### config.mk
export PLATFORM = sky130hd
export DESIGN_NAME = fetch_pair_queue
export DESIGN_NICKNAME = d
export VERILOG_FILES = /design/src/rtl/fetch_pkg.sv /design/src/rtl/sync_fifo.sv /design/src/rtl/fetch_pair_queue.sv
export SDC_FILE = /design/constraint.sdc
export NUM_CORES = 1
export LEC_CHECK = 0
export CAP_MARGIN = 10
export CORE_ASPECT_RATIO = 1.5
export CORE_MARGIN = 4
export CORE_UTILIZATION = 30
export DETAILED_ROUTE_END_ITERATION = 10
export HOLD_SLACK_MARGIN = 0.03
export MAX_ROUTING_LAYER = met4
export PLACE_DENSITY = 0.58
export REMOVE_ABC_BUFFERS = 1
export SLEW_MARGIN = 10
export SYNTH_ARGS = -nofsm -noshare
export SYNTH_HDL_FRONTEND = slang
export SYNTH_SLANG_ARGS = --single-unit
### constraint.sdc
create_clock -name clk -period 4.37 [get_ports clk]
set_clock_uncertainty 0.1 [all_clocks]
set_input_delay 0.6555 -clock clk [delete_from_list [all_inputs] [get_ports clk]]
set_output_delay 0.6555 -clock clk [all_outputs]
set_load 0.03 [all_outputs]
### src/rtl/fetch_pkg.sv
// Shared fetch types: instruction/pair widths and the decode-queue entry.
package fetch_pkg;

    localparam int INST_W = 32;
    localparam int PAIR_W = 64;
    localparam int PC_W   = 32;

    localparam logic [INST_W-1:0] NOP = 32'h0000_0000;

    typedef struct packed {
        logic [PC_W-1:0]   pc;
        logic [INST_W-1:0] inst_2;
        logic [INST_W-1:0] inst_1;
    } fetch_entry_t;

    localparam int ENTRY_W = $bits(fetch_entry_t);

    function automatic logic [PC_W-1:0] pair_addr(input logic [PC_W-1:0] a);
        return {a[PC_W-1:2], 2'b00};
    endfunction

endpackage

### src/rtl/sync_fifo.sv
// Single-clock FIFO with synchronous clear; head is read combinationally.
module sync_fifo #(
    parameter int W = 8,
    parameter int D = 4,
    localparam int AW = (D > 1) ? $clog2(D) : 1,
    localparam int CW = $clog2(D) + 1
) (
    input  logic          clk,
    input  logic          rst,
    input  logic          clear,
    input  logic          push,
    input  logic          pop,
    input  logic [W-1:0]  din,
    output logic [W-1:0]  dout,
    output logic [CW-1:0] count,
    output logic          empty,
    output logic          full
);

    logic [W-1:0]  mem [D];
    logic [AW-1:0] rptr;
    logic [AW-1:0] wptr;
    logic          do_push;
    logic          do_pop;

    function automatic logic [AW-1:0] next_ptr(input logic [AW-1:0] p);
        return (p == AW'(D - 1)) ? '0 : p + AW'(1);
    endfunction

    assign empty   = (count == '0);
    assign full    = (count == CW'(D));
    assign do_push = push && !full && !clear;
    assign do_pop  = pop && !empty && !clear;
    assign dout    = mem[rptr];

    always_ff @(posedge clk) begin
        if (rst) begin
            rptr  <= '0;
            wptr  <= '0;
            count <= '0;
            for (int i = 0; i < D; i++) begin
                mem[i] <= '0;
            end
        end else if (clear) begin
            rptr  <= '0;
            wptr  <= '0;
            count <= '0;
        end else begin
            if (do_push) begin
                mem[wptr] <= din;
                wptr      <= next_ptr(wptr);
            end
            if (do_pop) begin
                rptr <= next_ptr(rptr);
            end
            unique case ({do_push, do_pop})
                2'b10:   count <= count + CW'(1);
                2'b01:   count <= count - CW'(1);
                default: count <= count;
            endcase
        end
    end

endmodule

### src/rtl/fetch_pair_queue.sv
// Fetch back end: credit-limited pair reads, redirect drop tracking,
// and a registered decode queue.
module fetch_pair_queue
    import fetch_pkg::*;
#(
    parameter int DEPTH   = 4,
    parameter int MAX_OUT = 2
) (
    input  logic              clk,
    input  logic              rst,
    input  logic [PC_W-1:0]   pc,
    input  logic              flush,
    output logic              pc_hold,
    output logic              imem_req,
    output logic [PC_W-1:0]   imem_addr,
    input  logic              imem_gnt,
    input  logic              imem_rvalid,
    input  logic [PAIR_W-1:0] imem_rdata,
    output logic              de_valid,
    output logic [PC_W-1:0]   de_pc,
    output logic [INST_W-1:0] de_inst_1,
    output logic [INST_W-1:0] de_inst_2,
    input  logic              de_ready
);

    localparam int QCW = $clog2(DEPTH) + 1;
    localparam int OCW = $clog2(MAX_OUT) + 1;
    localparam int TCW = $clog2(MAX_OUT) + 1;
    localparam int SW  = ((QCW > OCW) ? QCW : OCW) + 1;

    logic [OCW-1:0] out_cnt;
    logic [OCW-1:0] drop_cnt;

    logic [PC_W-1:0] tag_pc;
    logic [TCW-1:0]  tag_count;
    logic            tag_empty;
    logic            tag_full;

    fetch_entry_t    q_din;
    fetch_entry_t    q_head;
    logic [QCW-1:0]  q_count;
    logic            q_empty;
    logic            q_full;

    logic [SW-1:0]   pending;
    logic            credit;
    logic            grant;
    logic            rsp;
    logic            dropping;
    logic            q_push;
    logic            q_pop;

    // Slots already promised to the queue include every in-flight read.
    assign pending  = SW'(out_cnt) + SW'(q_count);
    assign credit   = (out_cnt < OCW'(MAX_OUT)) && (pending < SW'(DEPTH));
    assign imem_req = !rst && !flush && credit;
    assign grant    = imem_req && imem_gnt;
    assign pc_hold  = !rst && !flush && !grant;

    assign imem_addr = pair_addr(pc);

    // A response with nothing outstanding is a protocol error and is ignored.
    assign rsp      = imem_rvalid && (out_cnt != '0);
    assign dropping = (drop_cnt != '0);
    assign q_push   = rsp && !dropping;
    assign q_pop    = de_valid && de_ready;

    assign q_din = '{pc: tag_pc,
                     inst_2: imem_rdata[63:32],
                     inst_1: imem_rdata[31:0]};

    sync_fifo #(
        .W (PC_W),
        .D (MAX_OUT)
    ) u_tag_fifo (
        .clk   (clk),
        .rst   (rst),
        .clear (1'b0),
        .push  (grant),
        .pop   (rsp),
        .din   (pc),
        .dout  (tag_pc),
        .count (tag_count),
        .empty (tag_empty),
        .full  (tag_full)
    );

    sync_fifo #(
        .W (ENTRY_W),
        .D (DEPTH)
    ) u_data_fifo (
        .clk   (clk),
        .rst   (rst),
        .clear (flush),
        .push  (q_push),
        .pop   (q_pop),
        .din   (q_din),
        .dout  (q_head),
        .count (q_count),
        .empty (q_empty),
        .full  (q_full)
    );

    assign de_valid  = !q_empty;
    assign de_pc     = q_head.pc;
    assign de_inst_1 = q_head.inst_1;
    assign de_inst_2 = q_head.inst_2;

    always_ff @(posedge clk) begin
        if (rst) begin
            out_cnt  <= '0;
            drop_cnt <= '0;
        end else begin
            out_cnt <= out_cnt + OCW'(grant) - OCW'(rsp);
            if (flush) begin
                drop_cnt <= out_cnt - OCW'(rsp);
            end else if (rsp && dropping) begin
                drop_cnt <= drop_cnt - OCW'(1);
            end
        end
    end

    logic unused;
    assign unused = ^{tag_count, tag_empty, tag_full, q_full};

endmodule

; After elaboration in Yosys (flattened, before gate mapping)
; Memory sizes are Yosys's and may differ from the RTL's. A register that Yosys moved wholly into a read port is not among the register bits.
; Index checks and enable logic that the tools add are counted.
[classes]
addsub = 13
n_lt_le_gt_ge = 2
n_eq_ne = 8
reduce_logical = 33
muxes = 27
[op_table]
columns = cell, count
row1 = two-way mux 96 bit, 1
row2 = OR reduction 96 bit, 1
row3 = two-way mux 32 bit, 1
row4 = OR reduction 32 bit, 1
row5 = two-way mux 1 bit, 16
row6 = logical AND 1 bit, 15
row7 = two-way mux 2 bit, 7
row8 = "== test 2 bit, second input constant", 5
row9 = nonzero test 2 bit, 5
row10 = logical NOT 1 bit, 8
row11 = "adder 2 x 1 -> 2 bit, second input constant", 3
row12 = one-hot mux 3 bit (2 select lines), 1
row13 = adder 2 x 3 -> 4 bit, 1
row14 = "== test 2 x 1 -> 1 bit, second input constant", 2
row15 = "< comparator 4 x 3 -> 1 bit, second input constant", 1
row16 = one-hot mux 2 bit (2 select lines), 1
row17 = subtractor 2 x 1 -> 2 bit, 2
row18 = "subtractor 2 x 1 -> 2 bit, second input constant", 2
row19 = "adder 3 x 1 -> 3 bit, second input constant", 1
row20 = "== test 3 bit, second input constant", 1
row21 = logical NOT 3 bit, 1
row22 = "subtractor 3 x 1 -> 3 bit, second input constant", 1
row23 = "adder 1 bit, second input constant", 2
row24 = adder 2 x 1 -> 2 bit, 1
row25 = 3 further kinds, 3
[totals]
out_inout_bits = 131
in_bits = 102
ff_bits = 15
mem_bits_rw = 448
memories = 2
word_cells = 93
[memory_table]
columns = memory, words, word_bits, rd, rd_ports_with_merged_regs, write_ports, line_no
row1 = u_data_fifo.mem, 4, 96, 1, 1, 4, sync_fifo.sv:20  ; logic [W-1:0] mem [D];
row2 = u_tag_fifo.mem, 2, 32, 1, 1, 2, sync_fifo.sv:20

; Depth between registers and ports, before layout
; Gate-level depths: netlist of the first run.
[logic_depth]
word_depth = 11
depth_mapped = 12
mapped_depth_nobuf = 11

; Hierarchy
; Synthesis of the first run repeated with hierarchy kept, for this count alone.
[unflattened]
hier_cells = 1310
hier_area_um2 = 21652.0
[by_module_without_submodules]
columns = module, cells_per_inst, area_per_inst_um2, seq_area_each_um2, instances
row1 = sync_fifo at u_data_fifo, 1035, 18019.8, 11711.2, 1
row2 = sync_fifo at u_tag_fifo, 201, 3060.4, 2021.9, 1
row3 = fetch_pair_queue, 74, 571.8, 80.1, 1

; Worst setup path after synthesis of the first run
; OpenSTA, ideal clock, no wires.
[synth_path]
kind = input-to-reg
startpoint = in rst
endpoint = mem u_data_fifo.mem[0][0] (netlist name) (enable)
slack_ns = 0.057
path_stages = 4
required_ns = 3.799
arrival_time_ns = 3.742
setup_ns = 0.471
cell_sequence = clkbuf_1 > clkbuf_1 > clkbuf_1 > nand2b_1
[synth_rtl]
columns = element, line_no
row1 = start: declaration, fetch_pair_queue.sv:10  ; input logic rst,
row2 = end: declaration, sync_fifo.sv:20

==> metrics.txt, run 1 <==
status=completed; Syn Inst Count=1322; nets@finish=1620; initial antenna violation count=0; number of global-route vias before repair=12100; Layout Area Growth over Synthesis=23.3%; Final setup viols=0; antenna-violating nets left=0; vias per inst=4.62; DRC viols=0; Bufs and invs on worst path=2; post-CTS setup buffers=0; worst hold path type=reg -> reg; number of synthesized register bits=466; number of flops mapped to enable cells by yosys=448; max cap viols=0; Crit-path slowest cell=dfxtp_4; Hold EP=u_tag_fifo.wptr$_SDFFE_PP0N_; final core utilization=0.373; post-CTS sizing=0; placed cell area=22900 um^2; Syn Std Cell Area=19800 um^2; largest family of logic cells by synthesized area=simple AND/OR/NAND/NOR gates; ANT cells=0; sequential share of the synthesized area=0.698; Vias=11200; Slew headroom=0.260; Main synth FF type=edfxtp_1; Post-DP HPWL=29600 um; row cnt=115; layout cells sized above 1=0.133; Hold Path Cell Cnt=1; Clock Path Buffers=3; Hold Crit Start=u_tag_fifo.wptr$_SDFFE_PP0N_; clock insertion delay at the later pin of the skew report=0.57 ns; reg-to-reg critical path startpoint=drop_cnt[0]$_SDFFE_PP0P_; filler instances=6197; Tcrit/Tclk final=0.837; CTS root buffer=clkbuf_16; mux share of post-synthesis cell area=0.126; minimum clock period=3.66 ns; Detailed Route WL=49200 um; xor-xnor portion of the synthesized cell area=0.00398; initial core utilization=0.302; Final Hold Fails=0; num ports=233; R2R depth=8; critical register-to-register path endpoint=u_data_fifo.mem[0][22]$_SDFFCE_PN0P_; drt pass-1 iters=5; hold_buf cts=0; DRT iter0 DRCs=729; Pleak=8.23 nW; CTS H-tree depth=2; CP top delay family=buffers and inverters; Finished Cell Area=24400 um^2; post-synthesis area per instance=15.0 um^2; slack of the worst reg-to-reg path=1.59 ns; worst vdd ir=0.228 mV; Critical Path End Type=output pin; post-synth cell types=38; simple-gate share of the synthesized area=0.128; adder-cell area share of the yosys netlist=0.00670; Worst Tran Pin Value=1.11 ns; CP Class=reg -> out; largest net degree at the start of global routing=65; slowest stage delay, CP=0.68 ns; Die X-Extent=218 um; YS warnings=0; Critical Path Fanout Max=40; Slew Limit Fails=0; asr flop ratio synth=0; Die H=322 um; CP required=3.61 ns; Peak Freq=0.273 GHz; CTS tree=built; critical path startpoint category=register; Inserted Clock Buffers=46; CP Data Arrival Time=2.90 ns; total global-route track usage=0.143; Placer Congestion=0.726; post-synthesis compound-gate area fraction=0.00512; clock sink count=466; PD cells=430 nW/um^2; IO buf count=230; Die ar.=70200 um^2; clock-pin slew on the worst setup and hold paths=0.06 ns; CP cell instances=buf_12, mux4_2, clkdlybuf4s50_1; CORE AREA=65500 um^2; Avg WL per Cell=20.3 um; global route overflow=0; first-pass GRT wire length=73800 um; RSZ-0062 raised after global routing=false
==> synthesized netlist by cell type (all sizes together), types with 2 or more instances <==
cell type  number  area (um^2)
a21o            2         15.0
a21oi           9         45.0
and2           64          400
buf            61          387
clkbuf         56          210
dfxtp          18          360
edfxtp        448        13500
ha              9          113
inv             9         33.8
mux2i          33          330
mux4           96         2160
nand2           9         33.8
nand2b         71          444
nand3           3         15.0
nor2          396         1490
nor2b           3         18.8
nor3            2         15.0
nor3b           2         15.0
o21ai           3         18.8
or2             3         18.8
or3             7         43.8
xnor2           5         43.8
xor2            4         35.0
==> report_power, final <==
part | leakage [nW] | switching [mW] | internal [mW] | total (mW)
Clock | 0.699 | 1.67 | 2.16 | 3.84
Sequential | 4.78 | 0.0913 | 5.20 | 5.29
Combinational | 2.75 | 0.812 | 0.548 | 1.36
Total | 8.23 | 2.58 | 7.90 | 10.5
==> layer usage <==
| metal | global-route usage | vias to the layer above | part of all wire |
|---|---|---|---|
| met2 | 0.254 | 280 | 0.53 |
| li1 | - | 5109 | - |
| met5 | - | - | 0 |
| met3 | 0.0262 | 72 | 0.047 |
| met1 | 0.164 | 5731 | 0.40 |
| met4 | 0.0409 | 0 | 0.026 |
==> logic make-up (layout without fill, tap and decap cells) <==
group / count (synthesis) / after routing
AO/OA/AOI/OAI: 17 / 17
XOR/XNOR: 9 / 9
adder cells (fa/ha/maj): 10 / 10
buffers and inverters: 126 / 347
flip-flops: 466 / 466
multiplexers: 129 / 129
other: 1 / 2
AND/OR/NAND/NOR: 564 / 564
==> final cells by class <==
class	count	area, um^2	area share
repair buffers	254	2590	0.106
multi-input cells	731	5400	0.221
flip-flops and latches	466	13800	0.567
clock buffers	56	1210	0.0495
inverters	9	35.0	0.00144
clock inverters	28	243	0.00995
well taps	877	1100	0.0450
==> state kept, by name, summed over array words and instances, names as in the netlist, named ones only <==
signal	flops
u_data_fifo.mem	384
u_tag_fifo.mem	64
u_data_fifo.count	3
drop_cnt	2
out_cnt	2
u_data_fifo.rptr	2
u_data_fifo.wptr	2
u_tag_fifo.count	2
u_tag_fifo.rptr	1
u_tag_fifo.wptr	1
==> worst register-to-register path: stages (launching register included) <==
cell      delay, ns
dfxtp_1        0.30
inv_1          0.08
ha_1           0.20
nand2b_1       0.09
nor3_2         0.52
clkinv_2       0.26
or3_4          0.40
nand2b_4       0.11
buf_12         0.27
==> cell usage in the layout, fill, tap and decap left out, types with 7 or more instances in the layout <==
| cell | count |
|---|---|
| a21oi_1 | 9 |
| and2_1 | 64 |
| buf_12 | 9 |
| buf_4 | 15 |
| clkbuf_1 | 8 |
| clkbuf_16 | 46 |
| clkdlybuf4s50_1 | 229 |
| clkinv_1 | 11 |
| dfxtp_1 | 15 |
| edfxtp_1 | 448 |
| ha_1 | 9 |
| inv_1 | 8 |
| mux2i_1 | 33 |
| mux4_2 | 96 |
| nand2_1 | 7 |
| nand2b_1 | 66 |
| nor2_1 | 394 |
==> per-stage QoR <==
step	cells	power (mW)	hold slack (ns)	setup TNS, ns	setup slack, ns
global route	2421	10.9	0.383	0	0.507
detailed placement	2337	6.78	0.359	0	0.801
CTS	2421	10.7	0.373	0	0.579
global placement	2337	6.75	0.344	0	0.867
floorplan	1206	6.09	0.334	-422.12	-1.82
finish	2421	10.5	0.376	0	0.712
==> worst max-delay path by stage <==
stage          slack (ns)  cells after the start                                    to
2_1_floorplan       -1.82                      5   u_data_fifo.mem[0][0]$_SDFFCE_PN0P_
3_3_place_gp         0.87                      7  u_data_fifo.mem[0][54]$_SDFFCE_PN0P_
3_5_place_dp         0.80                      7  u_data_fifo.mem[0][18]$_SDFFCE_PN0P_
4_1_cts              0.58                      3                         de_inst_2[19]
5_1_grt              0.51                      3                         de_inst_1[24]
6_report             0.71                      3                         de_inst_2[20]
No activity file was read; power rests on OpenSTA's default activity.
==> run 2, diff against run 1 <==
clock period = 3.2 ns   (was 4.37 ns; I/O delays follow)
==> metrics.txt, run 2 (synthesis gave the netlist of run 1 again) <==
max cap viols=0; most frequent cells in the layout=edfxtp_1, nor2_1, clkdlybuf4s50_1; Clock Path Buffers=3; Final setup viols=0; CP cell instances=buf_8, mux4_2, clkdlybuf4s50_1; critical path startpoint category=register; slowest stage delay, CP=0.61 ns; status=completed; antenna-violating nets left=0; Pleak=8.79 nW; minimum clock period=3.11 ns; largest net degree at the start of global routing=65; Highest Signal Layer=met4; Crit-path slowest cell=clkdlybuf4s50_1; row cnt=115; Placer Congestion=0.736; Met1 Routed Length=19300 um; num ports=233; Inserted Clock Buffers=46; Die X-Extent=218 um; CTS root buffer=clkbuf_16; max reg flops=384; total global-route track usage=0.145; Vias=11400; Layout Area Growth over Synthesis=24.9%; number of global-route vias before repair=12200; RSZ-0062 raised after global routing=true; Final Hold Fails=0; initial antenna violation count=3; worst hold path type=in -> reg; Post-DP HPWL=30400 um; Peak Freq=0.322 GHz; clock sink count=466; Power, Total=14.5 mW; Setup WS pre-CTS=0.252 ns; drt pass-1 iters=6; Die H=322 um; global route overflow=0; Critical Path End Type=output pin; commonest non-fill, non-tap cell in the layout=edfxtp_1; Detailed Route WL=50700 um; metal2 WL=27300 um; Critical Path Fanout Max=14; initial core utilization=0.302; largest reg by FF count=u_data_fifo.mem; Avg WL per Cell=20.7 um; DRC viols=0; CTS H-tree depth=2; layout cells sized above 1=0.145; nets@finish=1639; Slew Limit Fails=0; DRT iter0 DRCs=688; setup ws final=0.0918 ns; CP required=2.62 ns; Routed met3 length=2510 um; CP Data Arrival Time=2.53 ns; IO buf count=230; vias per inst=4.66; CTS tree=built; Slew headroom=0.350; clock insertion delay at the later pin of the skew report=0.57 ns; Die ar.=70200 um^2; CP Class=reg -> out; biggest registers after layout=u_data_fifo.mem x384, u_tag_fifo.mem x64, u_data_fifo.count x3; clock-pin slew on the worst setup and hold paths=0.06 ns; first-pass GRT wire length=74500 um; CORE AREA=65500 um^2; hold_buf cts=0; Worst Tran Pin Value=0.975 ns; PD cells=586 nW/um^2; worst vdd ir=0.385 mV; Tcrit/Tclk final=0.971
[run 2: cell count changes in the layout (fill, tap and decap cells not counted), moves of 5 or more]
cell / before / now
buf_4: 15 / 27
clkdlybuf4s50_1: 229 / 166
clkinv_2: 6 / 11
dlygate4sd2_1: 0 / 39
dlymetal6s2s_1: 0 / 24
[run 2: repair_timing]
item	4_1_cts	5_1_grt
buffers inserted	0	1
cloned	0	1
setup endpoints to repair	78	50
resized for setup	40	27
[run 2: critical path, delay by kind of cell (launching register included)]
kind                   cells  cell delay [ns]
buffers and inverters      2             0.86
flip-flops                 1             0.52
multiplexers               1             0.55
[run 2: cell type report]
type | instances | area [um^2]
inverter | 9 | 35.0
timing repair buffer | 273 | 2840
fill | 6218 | 40800
clock buffer | 52 | 1170
clock inverter | 34 | 329
tap | 877 | 1100
sequential | 466 | 13800
multi-input combinational | 731 | 5400
antenna | 2 | 5.00
[run 2: metrics by stage]
step                      instances  hold WS (ns)  setup TNS, ns   util  instance area, um^2
after floorplan                1206         0.334        -817.15      -                19200
after global placement         2354         0.343              0  0.353                23100
after detailed placement       2354         0.359              0  0.353                23100
after CTS                      2440         0.143          -1.58  0.375                24600
after global routing           2444         0.182        -0.0631  0.377                24700
final                          2444         0.176              0  0.377                24700
[run 2: worst paths after layout]
path                                     start                             endpoint  slack (ns)  depth (start not counted)
hold reg to reg   u_tag_fifo.wptr$_SDFFE_PP0N_         u_tag_fifo.wptr$_SDFFE_PP0N_        0.37                          1
setup reg to reg         out_cnt[1]$_SDFF_PP0_  u_tag_fifo.mem[0][31]$_SDFFCE_PN0P_        0.70                          5
hold / removal                             rst             drop_cnt[1]$_SDFFE_PP0P_        0.18                          3
setup / recovery                      register                        de_inst_2[17]        0.09                          3
[run 2: power breakdown]
group / leakage, nW / internal [mW] / switching, mW
clock: 0.735 / 3.07 / 2.39
combinational: 3.28 / 0.708 / 1.11
sequential: 4.78 / 7.09 / 0.117
total: 8.79 / 10.9 / 3.61
[run 2: per-layer routing]
metal | vias up | track usage
li1 | 5152 | -
met1 | 5825 | 0.161
met2 | 325 | 0.264
met3 | 80 | 0.0250
met4 | 0 | 0.0440
met5 | - | -
